===== src/rtl/sargantana_icache_pkg.sv =====
// Shared icache types and constants.
// Used by the instruction tag controller slice.
package sargantana_icache_pkg;

  localparam int ICACHE_N_WAY   = 4;
  localparam int TAG_WIDHT      = 20;
  localparam int TAG_ADDR_WIDHT = 6;
  localparam int RR_W           = $clog2(ICACHE_N_WAY);

  typedef enum logic [1:0] {
    IDLE,
    LKP_RSP,
    RFL_WR,
    FLUSH
  } itag_state_t;

  typedef logic [ICACHE_N_WAY-1:0]   way_oh_t;
  typedef logic [TAG_WIDHT-1:0]      tag_t;
  typedef logic [TAG_ADDR_WIDHT-1:0] set_t;
  typedef logic [RR_W-1:0]           rr_t;

  // Isolate the lowest set bit of a way vector.
  function automatic way_oh_t lowest_one(way_oh_t v);
    return v & (~v + way_oh_t'(1));
  endfunction

  // True when two or more bits are set.
  function automatic logic more_than_one(way_oh_t v);
    return (v & (v - way_oh_t'(1))) != '0;
  endfunction

endpackage


===== src/rtl/sargantana_itag_victim_sel.sv =====
// Refill victim way selection.
// Hit way first, then lowest invalid way, else round-robin.
module sargantana_itag_victim_sel
  import sargantana_icache_pkg::*;
(
  input  way_oh_t valid_i,
  input  way_oh_t hit_i,
  input  rr_t     rr_ptr_i,
  output way_oh_t victim_o,
  output logic    all_valid_o
);

  // Overwriting a hit way in place keeps tags unique per set.
  always_comb begin
    all_valid_o = &valid_i;
    victim_o    = '0;
    priority case (1'b1)
      (|hit_i):      victim_o = lowest_one(hit_i);
      (!all_valid_o): victim_o = lowest_one(~valid_i);
      default:       victim_o = way_oh_t'(1) << rr_ptr_i;
    endcase
  end

endmodule


===== src/rtl/sargantana_itag_ctrl.sv =====
// Instruction tag memory sequencer/arbiter.
// Serves flush > refill > lookup, one op at a time.
module sargantana_itag_ctrl
  import sargantana_icache_pkg::*;
(
  input  logic                              clk_i,
  input  logic                              rst_i,
  input  logic                              lkp_valid_i,
  output logic                              lkp_ready_o,
  input  set_t                              lkp_set_i,
  input  tag_t                              lkp_tag_i,
  output logic                              rsp_valid_o,
  output logic                              rsp_hit_o,
  output way_oh_t                           rsp_way_o,
  output logic                              rsp_multihit_o,
  input  logic                              rfl_valid_i,
  output logic                              rfl_ready_o,
  input  set_t                              rfl_set_i,
  input  tag_t                              rfl_tag_i,
  output logic                              rfl_done_o,
  output way_oh_t                           rfl_way_o,
  input  logic                              flush_i,
  output logic                              flush_done_o,
  output way_oh_t                           tag_req_o,
  output logic                              tag_we_o,
  output logic                              tag_vbit_o,
  output logic                              tag_flush_o,
  output tag_t                              tag_data_o,
  output set_t                              tag_addr_o,
  input  logic [ICACHE_N_WAY*TAG_WIDHT-1:0] tag_way_i,
  input  way_oh_t                           tag_vbit_i
);

  itag_state_t state_q, state_d;
  set_t        set_q, set_d;
  tag_t        tag_q, tag_d;
  rr_t         rr_ptr_q, rr_ptr_d;
  logic        flush_pend_q, flush_pend_d;

  way_oh_t match;
  way_oh_t victim;
  logic    all_valid;
  logic    flush_req;

  // Compare each way's read data against the registered tag.
  always_comb begin
    match = '0;
    for (int i = 0; i < ICACHE_N_WAY; i++) begin
      match[i] = tag_vbit_i[i] &
        (tag_way_i[i*TAG_WIDHT +: TAG_WIDHT] == tag_q);
    end
  end

  sargantana_itag_victim_sel u_victim (
    .valid_i     (tag_vbit_i),
    .hit_i       (match),
    .rr_ptr_i    (rr_ptr_q),
    .victim_o    (victim),
    .all_valid_o (all_valid)
  );

  assign flush_req = flush_pend_q | flush_i;

  // Next state, request capture and memory port drive.
  always_comb begin
    state_d        = state_q;
    set_d          = set_q;
    tag_d          = tag_q;
    rr_ptr_d       = rr_ptr_q;
    flush_pend_d   = flush_pend_q;
    lkp_ready_o    = 1'b0;
    rfl_ready_o    = 1'b0;
    rsp_valid_o    = 1'b0;
    rsp_hit_o      = 1'b0;
    rsp_way_o      = '0;
    rsp_multihit_o = 1'b0;
    rfl_done_o     = 1'b0;
    rfl_way_o      = '0;
    flush_done_o   = 1'b0;
    tag_req_o      = '0;
    tag_we_o       = 1'b0;
    tag_vbit_o     = 1'b0;
    tag_flush_o    = 1'b0;
    tag_data_o     = '0;
    tag_addr_o     = '0;
    unique case (state_q)
      IDLE: begin
        rfl_ready_o = ~flush_req;
        lkp_ready_o = ~flush_req & ~rfl_valid_i;
        if (flush_req) begin
          state_d = FLUSH;
        end else if (rfl_valid_i) begin
          set_d      = rfl_set_i;
          tag_d      = rfl_tag_i;
          tag_req_o  = '1;
          tag_addr_o = rfl_set_i;
          state_d    = RFL_WR;
        end else if (lkp_valid_i) begin
          set_d      = lkp_set_i;
          tag_d      = lkp_tag_i;
          tag_req_o  = '1;
          tag_addr_o = lkp_set_i;
          state_d    = LKP_RSP;
        end
      end
      LKP_RSP: begin
        rsp_valid_o    = 1'b1;
        rsp_hit_o      = |match;
        rsp_way_o      = match;
        rsp_multihit_o = more_than_one(match);
        flush_pend_d   = flush_pend_q | flush_i;
        state_d        = IDLE;
      end
      RFL_WR: begin
        tag_req_o    = victim;
        tag_we_o     = 1'b1;
        tag_vbit_o   = 1'b1;
        tag_data_o   = tag_q;
        tag_addr_o   = set_q;
        rfl_done_o   = 1'b1;
        rfl_way_o    = victim;
        if (all_valid && !(|match)) begin
          rr_ptr_d = rr_ptr_q + rr_t'(1);
        end
        flush_pend_d = flush_pend_q | flush_i;
        state_d      = IDLE;
      end
      FLUSH: begin
        tag_flush_o  = 1'b1;
        flush_done_o = 1'b1;
        flush_pend_d = 1'b0;
        rr_ptr_d     = '0;
        state_d      = IDLE;
      end
      default: state_d = IDLE;
    endcase
    if (rst_i) begin
      lkp_ready_o    = 1'b0;
      rfl_ready_o    = 1'b0;
      rsp_valid_o    = 1'b0;
      rsp_hit_o      = 1'b0;
      rsp_way_o      = '0;
      rsp_multihit_o = 1'b0;
      rfl_done_o     = 1'b0;
      rfl_way_o      = '0;
      flush_done_o   = 1'b0;
      tag_req_o      = '0;
      tag_we_o       = 1'b0;
      tag_vbit_o     = 1'b0;
      tag_flush_o    = 1'b0;
      tag_data_o     = '0;
      tag_addr_o     = '0;
    end
  end

  // State and registered request fields.
  always_ff @(posedge clk_i or posedge rst_i) begin
    if (rst_i) begin
      state_q      <= IDLE;
      set_q        <= '0;
      tag_q        <= '0;
      rr_ptr_q     <= '0;
      flush_pend_q <= 1'b0;
    end else begin
      state_q      <= state_d;
      set_q        <= set_d;
      tag_q        <= tag_d;
      rr_ptr_q     <= rr_ptr_d;
      flush_pend_q <= flush_pend_d;
    end
  end

endmodule

===== config.mk =====
export PLATFORM = sky130hd
export DESIGN_NAME = sargantana_itag_ctrl
export DESIGN_NICKNAME = d
export VERILOG_FILES = /design/src/rtl/sargantana_icache_pkg.sv /design/src/rtl/sargantana_itag_victim_sel.sv /design/src/rtl/sargantana_itag_ctrl.sv
export SDC_FILE = /design/constraint.sdc
export NUM_CORES = 1
export LEC_CHECK = 0
export ABC_AREA = 0
export CORE_AREA = 2 2 105 107
export CTS_CLUSTER_SIZE = 8
export DETAILED_ROUTE_END_ITERATION = 7
export DIE_AREA = 0 0 107 109
export PLACE_DENSITY = 0.7
export SLEW_MARGIN = 20
export SYNTH_ARGS = -nofsm -noshare
export SYNTH_HDL_FRONTEND = slang
export SYNTH_SLANG_ARGS = --single-unit

===== constraint.sdc =====
create_clock -name clk_i -period 2.3 [get_ports clk_i]
set_input_delay 0.23 -clock clk_i [delete_from_list [all_inputs] [get_ports clk_i]]
set_output_delay 0.23 -clock clk_i [all_outputs]
set_load 0.01 [all_outputs]

==> results.json, run 1 <==
{
  "status": "finished with violations",
  "violations": "setup timing",
  "antenna_found_initial": 0,
  "setup_viol": 16,
  "cellLeakagePower_nw": 2.605,
  "drive_gt1_share_pct": 29.93,
  "first_pass_iters": 4,
  "rsz0062_at_grt": "true",
  "syn_area_sq_um": 3063,
  "die_area_sq_um": 11660,
  "crit_cells": 9,
  "sw_frac_of_total_pct": 39.40,
  "cts_made_buffers": 5,
  "clkLatencyLatePin_ps": 270,
  "synth.net_count": 510,
  "dp.cells": 713,
  "fin_nets": 753,
  "cp_top_family": "simple AND/OR/NAND/NOR gates",
  "cp_max_fo": 5,
  "vias": 3555,
  "highest_layer": "met4",
  "die_x_um": 107,
  "ys_seq_area_share_pct": 25.33,
  "layout_min_cycle_time_ps": 2803,
  "irDropWorstVdd_uv": 347.8,
  "postCtsHoldBufs": 0,
  "yosys_warnings": 0,
  "synth.most_common_cell": "xnor2_1",
  "finalHoldViolations": 0,
  "synth_edf_count": 0,
  "p_sw_mw": 1.830,
  "synthFlopType": "dfrtp_1",
  "cts_root_buffer": "clkbuf_8",
  "grt_pass1_vias": 3661,
  "place_hpwl_um": 9614,
  "place_ws_ps": -822.5,
  "synth_cells": 365,
  "comb_power_share_pct": 64.1,
  "fmax_mhz": 356.8,
  "yosys-top-cells-area": "dfrtp_1, xnor2_1, mux2i_1",
  "slowest_delay_ps": 470,
  "maxCapViolCount": 0,
  "die_y_um": 109,
  "ant_nets": 0,
  "ff2ff_path_depth": 11,
  "worst_slack_ps": -502.6,
  "p_per_area_nw_per_um2": 784.1,
  "boundaryPins": 189,
  "synth_top_area_share_pct": 25.33,
  "rows": 38,
  "yosys-top-cells-count": "xnor2_1, dfrtp_1, nand2_1",
  "hp-class": "primary input to async pin",
  "grt_usage_pct": 20.35,
  "overflow": 0,
  "p_int_mw": 2.815,
  "initial_core_util_pct": 28.89,
  "avgSynthCellArea_sq_um": 8.392,
  "endpoint_kind": "output port",
  "period_share_pct": 121.9,
  "gp_congestion": 0.8711,
  "synth_top_cell_by_area": "dfrtp_1",
  "wl_met2_um": 6150,
  "grt_pass1_wl_um": 18350,
  "worstSetupStartpointType": "register",
  "coreArea_sq_um": 10600,
  "ys_seq_elements": 31,
  "synth.distinct_cells": 44,
  "hold_ws_ps": 475.5,
  "area_growth_pct": 93.38,
  "slew_violations": 0,
  "maxSlewHeadroom_pct": 72.87,
  "wl_met1_um": 5137,
  "fin_cells": 748,
  "crit_required_ps": 2070,
  "cts_max_path_buffers": 2,
  "drc": 0,
  "path_clk_slew_ps": 60,
  "crit_chain": "xnor2_1 -> nand4_1 -> nor4_4 -> buf_4 -> nand4_1 -> buf_4 -> maj3_2 -> a221oi_2 -> buf_2",
  "cts_sinks": 31,
  "grt_max_degree": 53,
  "clkPwrFrac_pct": 9.1,
  "worstSetupPathType": "register to output port",
  "tightest_slew_ps": 406.9,
  "routedWlPerCell_um": 16.44,
  "vias_per_cell": 4.753,
  "seq_power_share_pct": 26.8,
  "htree_levels": 2,
  "diodes": 0,
  "wl_um": 12300,
  "drt_iter0_markers": 154,
  "port_buffers": 188,
  "synth-async-reset-ratio_pct": 100.0,
  "cts_tree": "done",
  "crit_slowest_cell": "dfrtp_2",
  "wl_met3_um": 741,
  "finalClockSkew_ps": 4.133,
  "critPathBufInv": 3,
  "cp_data_arrival_time_ps": 2570
}
## power groups by stage
stage	clock, mW	sequential [mW]	combinational, mW
after floorplan	0	0.889	1.70
final	0.421	1.25	2.98
after global routing	0.467	1.28	3.23
after global placement	0	1.26	2.31
after detailed placement	0	1.27	2.35
after CTS	0.438	1.26	2.62
## flip-flops by register name, summed over array words and instances (netlist names)
| signal | flops |
|---|---|
| tag_q | 20 |
| set_q | 6 |
| rr_ptr_q | 2 |
| state_q | 2 |
| flush_pend_q | 1 |
## cell usage in the layout, fill, tap and decap left out, types with 2 or more instances in the layout
master             n
a21o_1             5
a21oi_1           10
a21oi_2            5
and2_4             2
and3_1            21
and3_4             2
buf_12             3
buf_2             17
buf_4             75
buf_6             12
clkbuf_8           6
clkdlybuf4s50_1  166
dfrtp_1           18
dfrtp_2           13
dlygate4sd2_1      2
ha_1               4
inv_1              4
mux2i_1           25
nand2_1           27
nand2b_1           3
nand3_1            5
nand3_2            3
nand4_1           18
nor2_1            18
nor2_2             4
nor2_4             3
nor3_1             2
nor4_1             4
nor4_2             2
nor4_4             3
o21ai_0           22
xnor2_1           51
xnor2_2           12
xor2_1            16
## logic make-up (layout without fill, tap and decap cells)
logic type | Yosys count | count (layout) | synth area share [%]
AND/OR/NAND/NOR | 125 | 125 | 22.06
XOR/XNOR | 80 | 80 | 23.37
AO/OA/AOI/OAI | 52 | 52 | 9.927
buffers and inverters | 47 | 290 | 9.191
flip-flops | 31 | 31 | 25.33
multiplexers | 25 | 25 | 8.170
adder cells (fa/ha/maj) | 5 | 5 | 1.961
## worst min-delay path, delay by kind of cell
kind / cells / cell delay, ps
buffers and inverters: 3 / 880
## timing repair
| item | CTS | global route |
|---|---|---|
| setup endpoints to repair | 23 | 24 |
| buffers inserted | 16 | 15 |
| pin swaps | 20 | 28 |
| resized for setup | 114 | 41 |
## final cells by class
| cell class | count | area (sq um) |
|---|---|---|
| Inverter | 6 | 25.02 |
| Clock buffer | 6 | 82.58 |
| Fill cell | 978 | 4679 |
| Timing Repair Buffer | 277 | 2539 |
| Tap cell | 140 | 175.2 |
| Sequential cell | 31 | 792.0 |
| Multi-Input combinational cell | 287 | 2305 |
| Clock inverter | 1 | 5.005 |
## through the flow
step | power (mW) | cell area, sq um | utilization, % | TNS [ps]
2_1_floorplan | 2.590 | 3063 | - | 0
3_3_place_gp | 3.565 | 5340 | 50.37 | -10510
3_5_place_dp | 3.626 | 5340 | 50.37 | -10520
4_1_cts | 4.316 | 5642 | 53.21 | -5017
5_1_grt | 4.981 | 5923 | 55.86 | -7951
6_report | 4.645 | 5923 | 55.86 | -5282
## final timing paths
path / startpoint / endpoint / slack, ps
worst max-delay path: tag_q[13]$_DFFE_PP0P_ / rsp_multihit_o / -500
min in group clk_i: set_q[3]$_DFFE_PP0P_ / set_q[3]$_DFFE_PP0P_ / 480
worst min register to register: set_q[3]$_DFFE_PP0P_ / set_q[3]$_DFFE_PP0P_ / 480
worst min-delay path: rst_i / state_q[0]$_DFFE_PP0P_ / 480
worst max register to register: tag_q[13]$_DFFE_PP0P_ / rr_ptr_q[1]$_DFFE_PP0P_ / -350
max in group asynchronous: rst_i / tag_q[1]$_DFFE_PP0P_ / 1600
## routing by layer
metal / vias to the layer above / track usage, %
met4: 0 / 5.473
met2: 129 / 36.94
li1: 1724 / -
met5: - / 0
met1: 1684 / 24.40
met3: 18 / 4.244
Note: power is estimated with default switching activity, not from simulation.
==> run 2: changes to the inputs <==
--- a/config.mk
+++ b/config.mk
@@ -8,7 +8,7 @@
 export ABC_AREA = 0
-export CORE_AREA = 2 2 105 107
+export CORE_AREA = 2 2 98 100
 export CTS_CLUSTER_SIZE = 8
 export DETAILED_ROUTE_END_ITERATION = 7
-export DIE_AREA = 0 0 107 109
-export PLACE_DENSITY = 0.7
+export DIE_AREA = 0 0 100 102
+export PLACE_DENSITY = 0.79
 export SLEW_MARGIN = 20
--- a/constraint.sdc
+++ b/constraint.sdc
@@ -3,2 +3,2 @@
 set_output_delay 0.23 -clock clk_i [all_outputs]
-set_load 0.01 [all_outputs]
+set_load 0.1 [all_outputs]
==> results.json, run 2 (synthesis gave the netlist of run 1 again) <==
{
  "fin_util_pct": 76.11,
  "vias": 3785,
  "slew_violations": 0,
  "maxCapViolCount": 0,
  "fin_nets": 770,
  "diodes": 0,
  "cts_root_buffer": "clkbuf_8",
  "cp_data_arrival_time_ps": 2640,
  "slowest_delay_ps": 450,
  "total_power_mw": 5.881,
  "dp.cells": 689,
  "cellLeakagePower_nw": 3.012,
  "finalClockSkew_ps": 5.388,
  "finalHoldViolations": 0,
  "crit_required_ps": 2070,
  "place_hpwl_um": 10300,
  "final_common_cell": "clkdlybuf4s50_1",
  "ant_nets": 0,
  "drc": 0,
  "status": "finished with violations",
  "largestRegisters": "tag_q x20, set_q x6",
  "largest-register": "tag_q",
  "initial_core_util_pct": 33.63,
  "maxSlewHeadroom_pct": 62.56,
  "postCtsHoldBufs": 0,
  "fin_area_sq_um": 6933,
  "antenna_found_initial": 0,
  "first_pass_iters": 4,
  "wl_um": 14190,
  "layout_common_cells": "clkdlybuf4s50_1, buf_4, buf_12",
  "worst_slack_ps": -566.3,
  "grt_usage_pct": 25.71,
  "wl_met3_um": 1057,
  "die_x_um": 100,
  "fmax_mhz": 348.9,
  "period_share_pct": 124.6,
  "area_growth_pct": 126.3,
  "fin_cells": 737,
  "vias_per_cell": 5.136,
  "wl_met1_um": 5233,
  "wl_met2_um": 7336,
  "highest_layer": "met4",
  "violations": "setup timing",
  "largest_reg_flops": 20,
  "clkLatencyLatePin_ps": 270,
  "rsz0062_at_grt": "true",
  "die_area_sq_um": 10200,
  "grt_pass1_vias": 4002,
  "worstSetupStartpointType": "register",
  "crit_chain": "xnor2_1 -> nand4_1 -> nor4_4 -> buf_4 -> nand4_1 -> maj3_2 -> a221oi_4 -> buf_12",
  "hp-class": "register to register",
  "drt_iter0_markers": 75,
  "overflow": 0,
  "grt_max_degree": 39,
  "grt_pass1_wl_um": 20310,
  "die_y_um": 102,
  "routedWlPerCell_um": 19.25,
  "irDropWorstVdd_uv": 435.5,
  "placed_area_sq_um": 6116,
  "coreArea_sq_um": 9109,
  "layout_min_cycle_time_ps": 2866,
  "finalSetupTns_ps": -5722,
  "setup_viol": 16,
  "port_buffers": 188,
  "p_per_area_nw_per_um2": 848.3,
  "worstSetupPathType": "register to output port",
  "rows": 35,
  "path_clk_slew_ps": 70,
  "drive_gt1_share_pct": 43.13,
  "cts_made_buffers": 5,
  "hold_ws_ps": 490.2,
  "boundaryPins": 189,
  "cts_tree": "done",
  "cts_sinks": 31,
  "cts_max_path_buffers": 2,
  "gp_congestion": 0.8964,
  "tightest_slew_ps": 559.9,
  "crit_slowest_cell": "dfrtp_2",
  "crit_path_frequent_cell": "nand4_1",
  "cp_max_fo": 4,
  "htree_levels": 2,
  "place_ws_ps": -640.7,
  "endpoint_kind": "output port"
}
run 2: critical path, delay by kind of cell, from the launching register on:
family	cells	cell delay (ps)
adder cells (fa/ha/maj)	1	390
buffers and inverters	2	370
XOR/XNOR	1	200
AO/OA/AOI/OAI	1	290
AND/OR/NAND/NOR	3	670
flip-flops	1	450
run 2: path summary, 6_finish.rpt:
| kind | startpoint | endpoint | slack (ps) | cells after the start |
|---|---|---|---|---|
| max | tag_q[6]$_DFFE_PP0P_ | rsp_multihit_o | -570 | 8 |
| min | set_q[1]$_DFFE_PP0P_ | set_q[1]$_DFFE_PP0P_ | 490 | 1 |
| max reg2reg | tag_q[14]$_DFFE_PP0P_ | rr_ptr_q[1]$_DFFE_PP0P_ | -250 | 10 |
| min reg2reg | set_q[1]$_DFFE_PP0P_ | set_q[1]$_DFFE_PP0P_ | 490 | 1 |
| max in group asynchronous | rst_i | state_q[1]$_DFFE_PP0P_ | 1290 | 4 |
| min in group asynchronous | rst_i | rr_ptr_q[1]$_DFFE_PP0P_ | 540 | 3 |
run 2: what timing repair did:
| item | CTS | global route |
|---|---|---|
| gates resized for setup | 61 | 32 |
| endpoints found under the setup margin | 21 | 23 |
| pin swaps | 32 | 30 |
| cloned | 1 | 0 |
| buffers inserted | 34 | 9 |
run 2: metal layers:
metal | track usage (%) | up-vias
met5 | 0 | -
met4 | 8.957 | 0
met2 | 48.28 | 185
met3 | 4.651 | 39
li1 | - | 1767
met1 | 29.35 | 1794
run 2: power by group:
group	switching [mW]	total, mW	internal, mW	leakage (nW)
combinational	1.97	4.15	2.18	2.60
sequential	0.502	1.32	0.821	0.371
clock	0.198	0.409	0.211	0.0412
total	2.67	5.88	3.21	3.01
run 2: final cells by class:
type | instances | area [sq um]
clock buffers | 6 | 72.57
inverters | 6 | 25.02
repair buffers | 293 | 3264
fillers | 585 | 2176
multi-input cells | 288 | 2625
flip-flops and latches | 31 | 794.5
well taps | 111 | 138.9
clock inverters | 2 | 12.51
